**config.mk**
```make
export PLATFORM = sky130hd
export DESIGN_NAME = ibus_fetch_bridge
export DESIGN_NICKNAME = d
export VERILOG_FILES = /design/src/rtl/ibus_fetch_bridge.sv
export SDC_FILE = /design/constraint.sdc
export NUM_CORES = 1
export LEC_CHECK = 0
export BUFFER_PORTS_ARGS = -buffer_cell sky130_fd_sc_hd__buf_2
export CAP_MARGIN = 40
export CORE_AREA = 5 5 115 117
export DETAILED_ROUTE_END_ITERATION = 10
export DIE_AREA = 0 0 120 122
export HOLD_SLACK_MARGIN = 0.06
export PLACE_DENSITY = 0.87
export SYNTH_ARGS = -nofsm -noshare
export SYNTH_HDL_FRONTEND = slang
export SYNTH_SLANG_ARGS = --single-unit
```
**constraint.sdc**
```tcl
create_clock -name clock -period 3.7 [get_ports clock]
set_input_delay 0.37 -clock clock [delete_from_list [all_inputs] [get_ports clock]]
set_output_delay 0.37 -clock clock [all_outputs]
set_load 0.01 [all_outputs]
```
**src/rtl/ibus_fetch_bridge.sv**
```systemverilog
`default_nettype none
// ============================================================================
// Module   : ibus_fetch_bridge
// Brief    : Credit-bounded fetch bridge with response FIFO, optional bypass
//            and flush that discards buffered and in-flight words.
// Revision : 1.0
// ============================================================================
module ibus_fetch_bridge #(
  parameter int ADDR_W = 32,
  parameter int DATA_W = 32,
  parameter int DEPTH  = 4,
  parameter int BYPASS = 0
) (
  input  logic              clock,
  input  logic              reset,
  input  logic              io_bus_req_valid,
  output logic              io_bus_req_ready,
  input  logic [ADDR_W-1:0] io_bus_req_bits,
  output logic              io_bus_resp_valid,
  input  logic              io_bus_resp_ready,
  output logic [DATA_W-1:0] io_bus_resp_bits,
  output logic              io_bus_resp_err,
  input  logic              io_flush,
  output logic              io_mem_req_valid,
  output logic [ADDR_W-1:0] io_mem_req_addr,
  input  logic              io_mem_rsp_valid,
  input  logic [DATA_W-1:0] io_mem_rsp_data,
  input  logic              io_mem_rsp_err
);

  localparam int c_cnt_w = $clog2(DEPTH + 1);
  localparam int c_ptr_w = (DEPTH > 1) ? $clog2(DEPTH) : 1;
  localparam int c_sum_w = c_cnt_w + 2;
  localparam logic [c_sum_w-1:0] c_depth    = c_sum_w'(DEPTH);
  localparam logic [c_ptr_w-1:0] c_last_ptr = c_ptr_w'(DEPTH - 1);

  logic [c_cnt_w-1:0] r_inflight;
  logic [c_cnt_w-1:0] r_drop_cnt;
  logic [c_cnt_w-1:0] r_count;
  logic [c_ptr_w-1:0] r_wr_ptr;
  logic [c_ptr_w-1:0] r_rd_ptr;
  logic [DATA_W-1:0]  r_data [DEPTH];
  logic               r_err  [DEPTH];

  logic [c_sum_w-1:0] w_sum;
  logic               w_fire;
  logic               w_drop_any;
  logic               w_rsp_live;
  logic               w_nonempty;
  logic               w_bypass;
  logic               w_pop;
  logic               w_push;
  logic [c_cnt_w-1:0] w_pend;
  logic [c_cnt_w-1:0] w_inflight_nxt;
  logic [c_cnt_w-1:0] w_drop_nxt;

  function automatic logic [c_ptr_w-1:0] next_ptr(input logic [c_ptr_w-1:0] p);
    return (p == c_last_ptr) ? '0 : p + c_ptr_w'(1);
  endfunction

  // Credits cover issued-but-live, to-be-dropped and buffered words together.
  assign w_sum            = c_sum_w'(r_inflight) + c_sum_w'(r_drop_cnt) + c_sum_w'(r_count);
  assign io_bus_req_ready = !io_flush && (w_sum < c_depth);
  assign w_fire           = io_bus_req_valid && io_bus_req_ready;
  assign io_mem_req_valid = w_fire;
  assign io_mem_req_addr  = io_bus_req_bits;

  assign w_drop_any        = (r_drop_cnt != '0);
  assign w_rsp_live        = io_mem_rsp_valid && !w_drop_any && !io_flush;
  assign w_nonempty        = (r_count != '0);
  assign w_bypass          = (BYPASS != 0) && !w_nonempty && w_rsp_live;
  assign io_bus_resp_valid = w_nonempty || w_bypass;
  assign w_pop             = w_nonempty && io_bus_resp_ready;
  assign w_push            = w_rsp_live && !(w_bypass && io_bus_resp_ready);
  assign w_pend            = r_drop_cnt + r_inflight;

  always_comb begin
    io_bus_resp_bits = '0;
    io_bus_resp_err  = 1'b0;
    if (w_nonempty) begin
      io_bus_resp_bits = r_data[r_rd_ptr];
      io_bus_resp_err  = r_err[r_rd_ptr];
    end else if (w_bypass) begin
      io_bus_resp_bits = io_mem_rsp_data;
      io_bus_resp_err  = io_mem_rsp_err;
    end
  end

  always_comb begin
    w_inflight_nxt = r_inflight;
    w_drop_nxt     = r_drop_cnt;
    if (io_flush) begin
      // Everything live becomes stale; the response arriving now is one of them.
      w_inflight_nxt = '0;
      w_drop_nxt     = (io_mem_rsp_valid && (w_pend != '0)) ? w_pend - c_cnt_w'(1) : w_pend;
    end else begin
      if (io_mem_rsp_valid && w_drop_any) begin
        w_drop_nxt = r_drop_cnt - c_cnt_w'(1);
      end
      if (w_fire && !(w_rsp_live && (r_inflight != '0))) begin
        w_inflight_nxt = r_inflight + c_cnt_w'(1);
      end else if (!w_fire && w_rsp_live && (r_inflight != '0)) begin
        w_inflight_nxt = r_inflight - c_cnt_w'(1);
      end
    end
  end

  always_ff @(posedge clock or negedge reset) begin
    if (!reset) begin
      r_inflight <= '0;
      r_drop_cnt <= '0;
      r_count    <= '0;
      r_wr_ptr   <= '0;
      r_rd_ptr   <= '0;
    end else begin
      r_inflight <= w_inflight_nxt;
      r_drop_cnt <= w_drop_nxt;
      if (io_flush) begin
        r_count  <= '0;
        r_wr_ptr <= '0;
        r_rd_ptr <= '0;
      end else begin
        r_count <= r_count + c_cnt_w'(w_push) - c_cnt_w'(w_pop);
        if (w_push) r_wr_ptr <= next_ptr(r_wr_ptr);
        if (w_pop)  r_rd_ptr <= next_ptr(r_rd_ptr);
      end
    end
  end

  // Storage needs no reset: the head is only exposed while count is nonzero.
  always_ff @(posedge clock) begin
    if (w_push) begin
      r_data[r_wr_ptr] <= io_mem_rsp_data;
      r_err[r_wr_ptr]  <= io_mem_rsp_err;
    end
  end

endmodule
`default_nettype wire
```
# After elaboration in Yosys (flattened, before gate mapping)
# Memories as Yosys holds them, arrays and structs flattened.
# Index checks and enable logic that the tools add are counted.
[totals]
reg_bits = 13
ramBits = 132
mem_count = 2
[op_classes]
addsub = 11
n_reduce_logical = 23
eq_ne = 2
muxes = 17
magnitude_cmp = 1
[mem_list]
columns = ["name", "words", "width", "rd", "rd_clocked_by_memory_dff", "wr", "line_no", "rtl"]
rows = [
  ["r_data", 4, 32, 1, 0, 1, "42", "logic [DATA_W-1:0] r_data [DEPTH];"],
  ["r_err", 4, 1, 1, 0, 1, "43", "logic r_err [DEPTH];"],
]
[ops]
columns = ["op", "count"]
rows = [
  ["2-to-1 mux 32 bit", 1],
  ["2-to-1 mux 3 bit", 7],
  ["nonzero test 3 bit", 5],
  ["2-to-1 mux 2 bit", 6],
  ["logical AND 1 bit", 11],
  ["subtractor 3 x 1 -> 3 bit (second input constant)", 3],
  ["nonzero test 2 bit", 3],
  ["adder 4 x 3 -> 5 bit", 1],
  ["less-than comparator 5 x 3 -> 1 bit (second input constant)", 1],
  ["adder 2 x 1 -> 2 bit (second input constant)", 2],
  ["adder 3 x 3 -> 4 bit", 1],
  ["equality test 2 bit (second input constant)", 2],
  ["logical NOT 1 bit", 4],
  ["adder 3 x 1 -> 3 bit", 1],
  ["adder 3 x 1 -> 3 bit (second input constant)", 1],
  ["adder 3 bit", 1],
  ["2-to-1 mux 1 bit", 3],
  ["subtractor 3 x 1 -> 3 bit", 1],
]

# Longest topological paths before layout
[depth]
word_depth = 11
depth_mapped = 11

# Worst setup path before layout
# No wires, ideal clock.
[synth_path]
path_kind = "register to register"
start = "register r_inflight[2]"
end = "register r_inflight[2]"
setup_ps = 64
n_path_buf = 0
slack_ps = 479
t_arrival_ps = 3157
period_less_slack_ps = 3221
stages_incl_launch_ff = 12
path_cell_list = "dfrtp_1 -> inv_1 -> fa_1 -> inv_1 -> fa_1 -> nor3b_2 -> o211ai_2 -> nor3_2 -> fa_1 -> or4_1 -> a21boi_1 -> or3_1"
[synth_between]
elab_chain_cells = 9
elab_cells_between_ends = 18
classes_between = "4 x add/sub; 1 x order compare; 3 x mux; 10 x reduce/logical"
[synth_lines]
columns = ["element", "line_no", "rtl"]
rows = [
  ["start, declared", "37", "logic [c_cnt_w-1:0] r_inflight;"],
  ["start signal, assigned", "116", "r_inflight <= w_inflight_nxt;"],
  ["adder 3 x 3 -> 4 bit", "62", "assign w_sum = c_sum_w'(r_inflight) + c_sum_w'(r_drop_cnt) + c_sum_w'(r_count);"],
  ["adder 4 x 3 -> 5 bit", "62", ""],
  ["less-than comparator 5 x 3 -> 1 bit", "63", "assign io_bus_req_ready = !io_flush && (w_sum < c_depth);"],
  ["logical AND 1 bit", "63", ""],
  ["logical AND 1 bit", "64", "assign w_fire = io_bus_req_valid && io_bus_req_ready;"],
  ["logical NOT 1 bit", "102", "end else if (!w_fire && w_rsp_live && (r_inflight != '0)) begin"],
  ["logical AND 1 bit (2 in a row)", "102", ""],
  ["nonzero test 3 bit (no line)", "--", ""],
]
# Several ways; a longest one is shown, not always the timed one. The select of a mux whose other input is x is not followed.
# A chain may end at the register's enable or synchronous reset.

# Worst setup path in the final report
# Ends and elaborated chain as after synthesis.

==> flow_summary.json <==
{
  "dp_hpwl_um": 7370,
  "cts_made_buffers": 17,
  "dr_total_vias": 3209,
  "timing.final.crit_share": 0.934,
  "syn2layout_area_growth_pct": 16.0,
  "first_global_vias": 3580,
  "core_um2": 12300,
  "drt-initial-drc-count": 242,
  "hold_viol_final": 0,
  "path_buf_inv": 2,
  "power.density_nw_per_um2": 692,
  "cts_setup_buffers": 0,
  "finalCriticalPeriod_ns": 3.46,
  "worst_clock_skew_ns": 0.00475,
  "worstHoldPathType": "in2reg",
  "leakage_nw": 2.70,
  "synth-seq-cells": 145,
  "drt_first_pass_iters": 4,
  "cpPeakStageDelay_ns": 0.56,
  "clock_sinks": 145,
  "fp.dieH_um": 122,
  "path_cells": "inv_1, fa_1, inv_1, fa_1, nor3b_2, o211ai_2, nor3_2, fa_1, or4_1, a21boi_1, or3_1",
  "vias_per_cell": 5.51,
  "fin_area_um2": 7430,
  "grt_usage": 0.171,
  "nFillCells": 875,
  "cts_tree": "yes",
  "postRouteAntennaNets": 0,
  "holdWs_ns": 0.162,
  "h-tree-depth": 4,
  "synth_area_leader_cell": "edfxtp_1",
  "die_x_um": 120,
  "antenna_found_initial": 1,
  "fp.dieArea_um2": 14600,
  "critPathKind": "reg2reg",
  "avgRoutedWirePerCell_um": 19.7,
  "syn_inst": 363,
  "max_freq_mhz": 289,
  "tightest_slew_ns": 0.701,
  "status": "completed",
  "portBuffers": 74,
  "synth_area_leaders": "edfxtp_1 62%, mux4_2 12%, dfrtp_1 5.1%",
  "ys_async_sr_fraction": 0.0897,
  "cp_slowest_cell": "fa_1",
  "required_ns": 4.06,
  "synth_area_um2": 6400,
  "dp_cells": 549,
  "grt_pass1_wl_um": 18500,
  "rsz0062_at_grt": "no",
  "start_util": 0.522,
  "gp_congestion": 0.793,
  "worstPathMaxFanout": 6,
  "slew_headroom": 0.533,
  "syn-num-nets": 454,
  "layoutNonFillerInstCount": 582,
  "setup_viol": 0,
  "seq_area_frac_synth": 0.670,
  "grt_max_degree": 36,
  "io_pins": 139,
  "synthDistinctLibCells": 42,
  "crit_path_end_kind": "register",
  "startpoint_type": "register",
  "insertion_delay_ns": 0.42,
  "postLayoutCoreUtil": 0.606,
  "ys.warnings.count": 0,
  "finalWirelength_um": 11400,
  "nNetsFinal": 510,
  "synth_ff_type": "edfxtp_1",
  "antennaDiodeCount": 0,
  "avgSynthCellArea_um2": 17.6,
  "gr-total-overflow": 0,
  "cp_common_cell": "fa_1",
  "post_dp_cell_area_um2": 6800,
  "irDropWorstVdd_mv": 0.314,
  "fin_tns_setup_ns": 0,
  "slew_viol_final": 0,
  "crit_family": "adder cells",
  "critPathArrivalTime_ns": 3.82,
  "synth_edf_count": 132,
  "row_count": 41,
  "clockBufferDepth": 2,
  "synth_top_area_share": 0.619,
  "drc": 0,
  "drive_above_1_share": 0.375,
  "drv_cap": 0,
  "root_buffer": "clkbuf_16",
  "clk_pin_slew_ns": 0.06
}
-- flip-flops by register name, indices dropped and copies added (netlist names) --
name	count
r_data	128
r_err	4
r_count	3
r_drop_cnt	3
r_inflight	3
r_rd_ptr	2
r_wr_ptr	2
-- kinds of logic (layout without fill, tap and decap cells) --
logic type | after synthesis | in the layout | share of synthesized area
adder cells (fa/ha/maj) | 20 | 20 | 0.0461
flip-flops | 145 | 145 | 0.670
multiplexers | 38 | 38 | 0.124
buffers and inverters | 65 | 134 | 0.0582
XOR/XNOR | 3 | 3 | 0.00410
AO/OA/AOI/OAI | 18 | 18 | 0.0217
AND/OR/NAND/NOR | 74 | 74 | 0.0758
-- power breakdown --
part | switching, mW | internal, mW | total [mW]
Sequential | 0.0955 | 1.86 | 1.95
Combinational | 0.739 | 0.690 | 1.43
Clock | 0.632 | 1.12 | 1.76
-- placed cells by master (no fill, tap or decap), types with 2 or more instances in the layout --
cell       netlist  final
edfxtp_1       132    132
clkinv_2         0      2
or3_1            2      2
inv_1           19     19
clkbuf_16        0     17
xnor2_1          2      2
o21ai_0          3      3
nor2b_1          4      4
buf_2            4     74
buf_4           33      3
nand2_1          4      4
clkinv_4         0      4
clkinv_1         0      2
ha_1            14     14
dfrtp_2          0      2
mux4_2          33     33
nor3_1           5      5
fa_1             6      6
mux2_2           2      2
dfrtp_1         13     11
nor2_1           8      8
bufinv_16        0      4
nand3_1          3      3
a21oi_1          5      5
and2_1          37     33
and2_2           0      4
mux2i_1          3      3
buf_12           0      4
nor4b_4          2      2
-- worst paths after layout --
kind / start / cells past startpoint / slack [ns] / end
min in group asynchronous: reset / 2 / 0.38 / r_inflight[2]
worst min-delay path: io_mem_rsp_data[5] / 1 / 0.16 / r_data[0][5]
worst min register to register: r_wr_ptr[1] / 2 / 0.60 / r_wr_ptr[1]
worst max register to register: r_inflight[2] / 11 / 0.24 / r_inflight[2]
max in group asynchronous: reset / 2 / 3.05 / r_rd_ptr[1]
worst max-delay path: r_inflight[2] / 11 / 0.24 / r_inflight[2]
-- metrics by stage --
stage               total power [mW]  setup WS (ns)
finish                          5.14          0.243
global route                    5.44         0.0481
CTS                             5.20          0.206
detailed placement              3.43          0.233
global placement                3.37          0.369
floorplan                       2.99          0.479
-- cells in the mapped netlist, types with 2 or more instances --
| cell type | n |
|---|---|
| a21oi_1 | 5 |
| and2_1 | 37 |
| buf_2 | 4 |
| buf_4 | 33 |
| clkbuf_1 | 9 |
| dfrtp_1 | 13 |
| edfxtp_1 | 132 |
| fa_1 | 6 |
| ha_1 | 14 |
| inv_1 | 19 |
| mux2_2 | 2 |
| mux2i_1 | 3 |
| mux4_2 | 33 |
| nand2_1 | 4 |
| nand3_1 | 3 |
| nor2_1 | 8 |
| nor2b_1 | 4 |
| nor3_1 | 5 |
| nor4b_4 | 2 |
| o21ai_0 | 3 |
| or3_1 | 2 |
| xnor2_1 | 2 |
-- worst reg2reg max path: cells and delay by family (launching register included) --
family                     cells  cell delay, ns
buffers and inverters          2            0.22
AOI/OAI and AO/OA              2            0.42
DFF                            1            0.44
and+or+nand+nor                4            0.90
adders and majority gates      3            1.42
-- routing by layer --
metal  vias up  global-route usage  routed length, µm  part of all wire
li1       1456                   -                  -                 -
met1      1597               0.194               4340              0.38
met2       121               0.285               5880              0.51
met3        33              0.0799                984             0.086
met4         2              0.0623                224             0.020
met5         -                   0                 13            0.0011
-- timing repair --
item / CTS / global route
hold endpoints to repair: 13 / 0
hold buffers: 1 / 0
gates resized for setup: 0 / 0
endpoints found under the setup margin: 0 / 0
-- cell type report --
cell class                      count  area (µm²)  share of cell area
Tap cell                          150         188              0.0253
Clock inverter                     14         189              0.0254
Inverter                           19        71.3             0.00960
Sequential cell                   145        4290               0.578
Timing Repair Buffer               83         510              0.0687
Clock buffer                       18         429              0.0578
Multi-Input combinational cell    153        1750               0.235
Note: power is estimated with default switching activity, not from simulation.
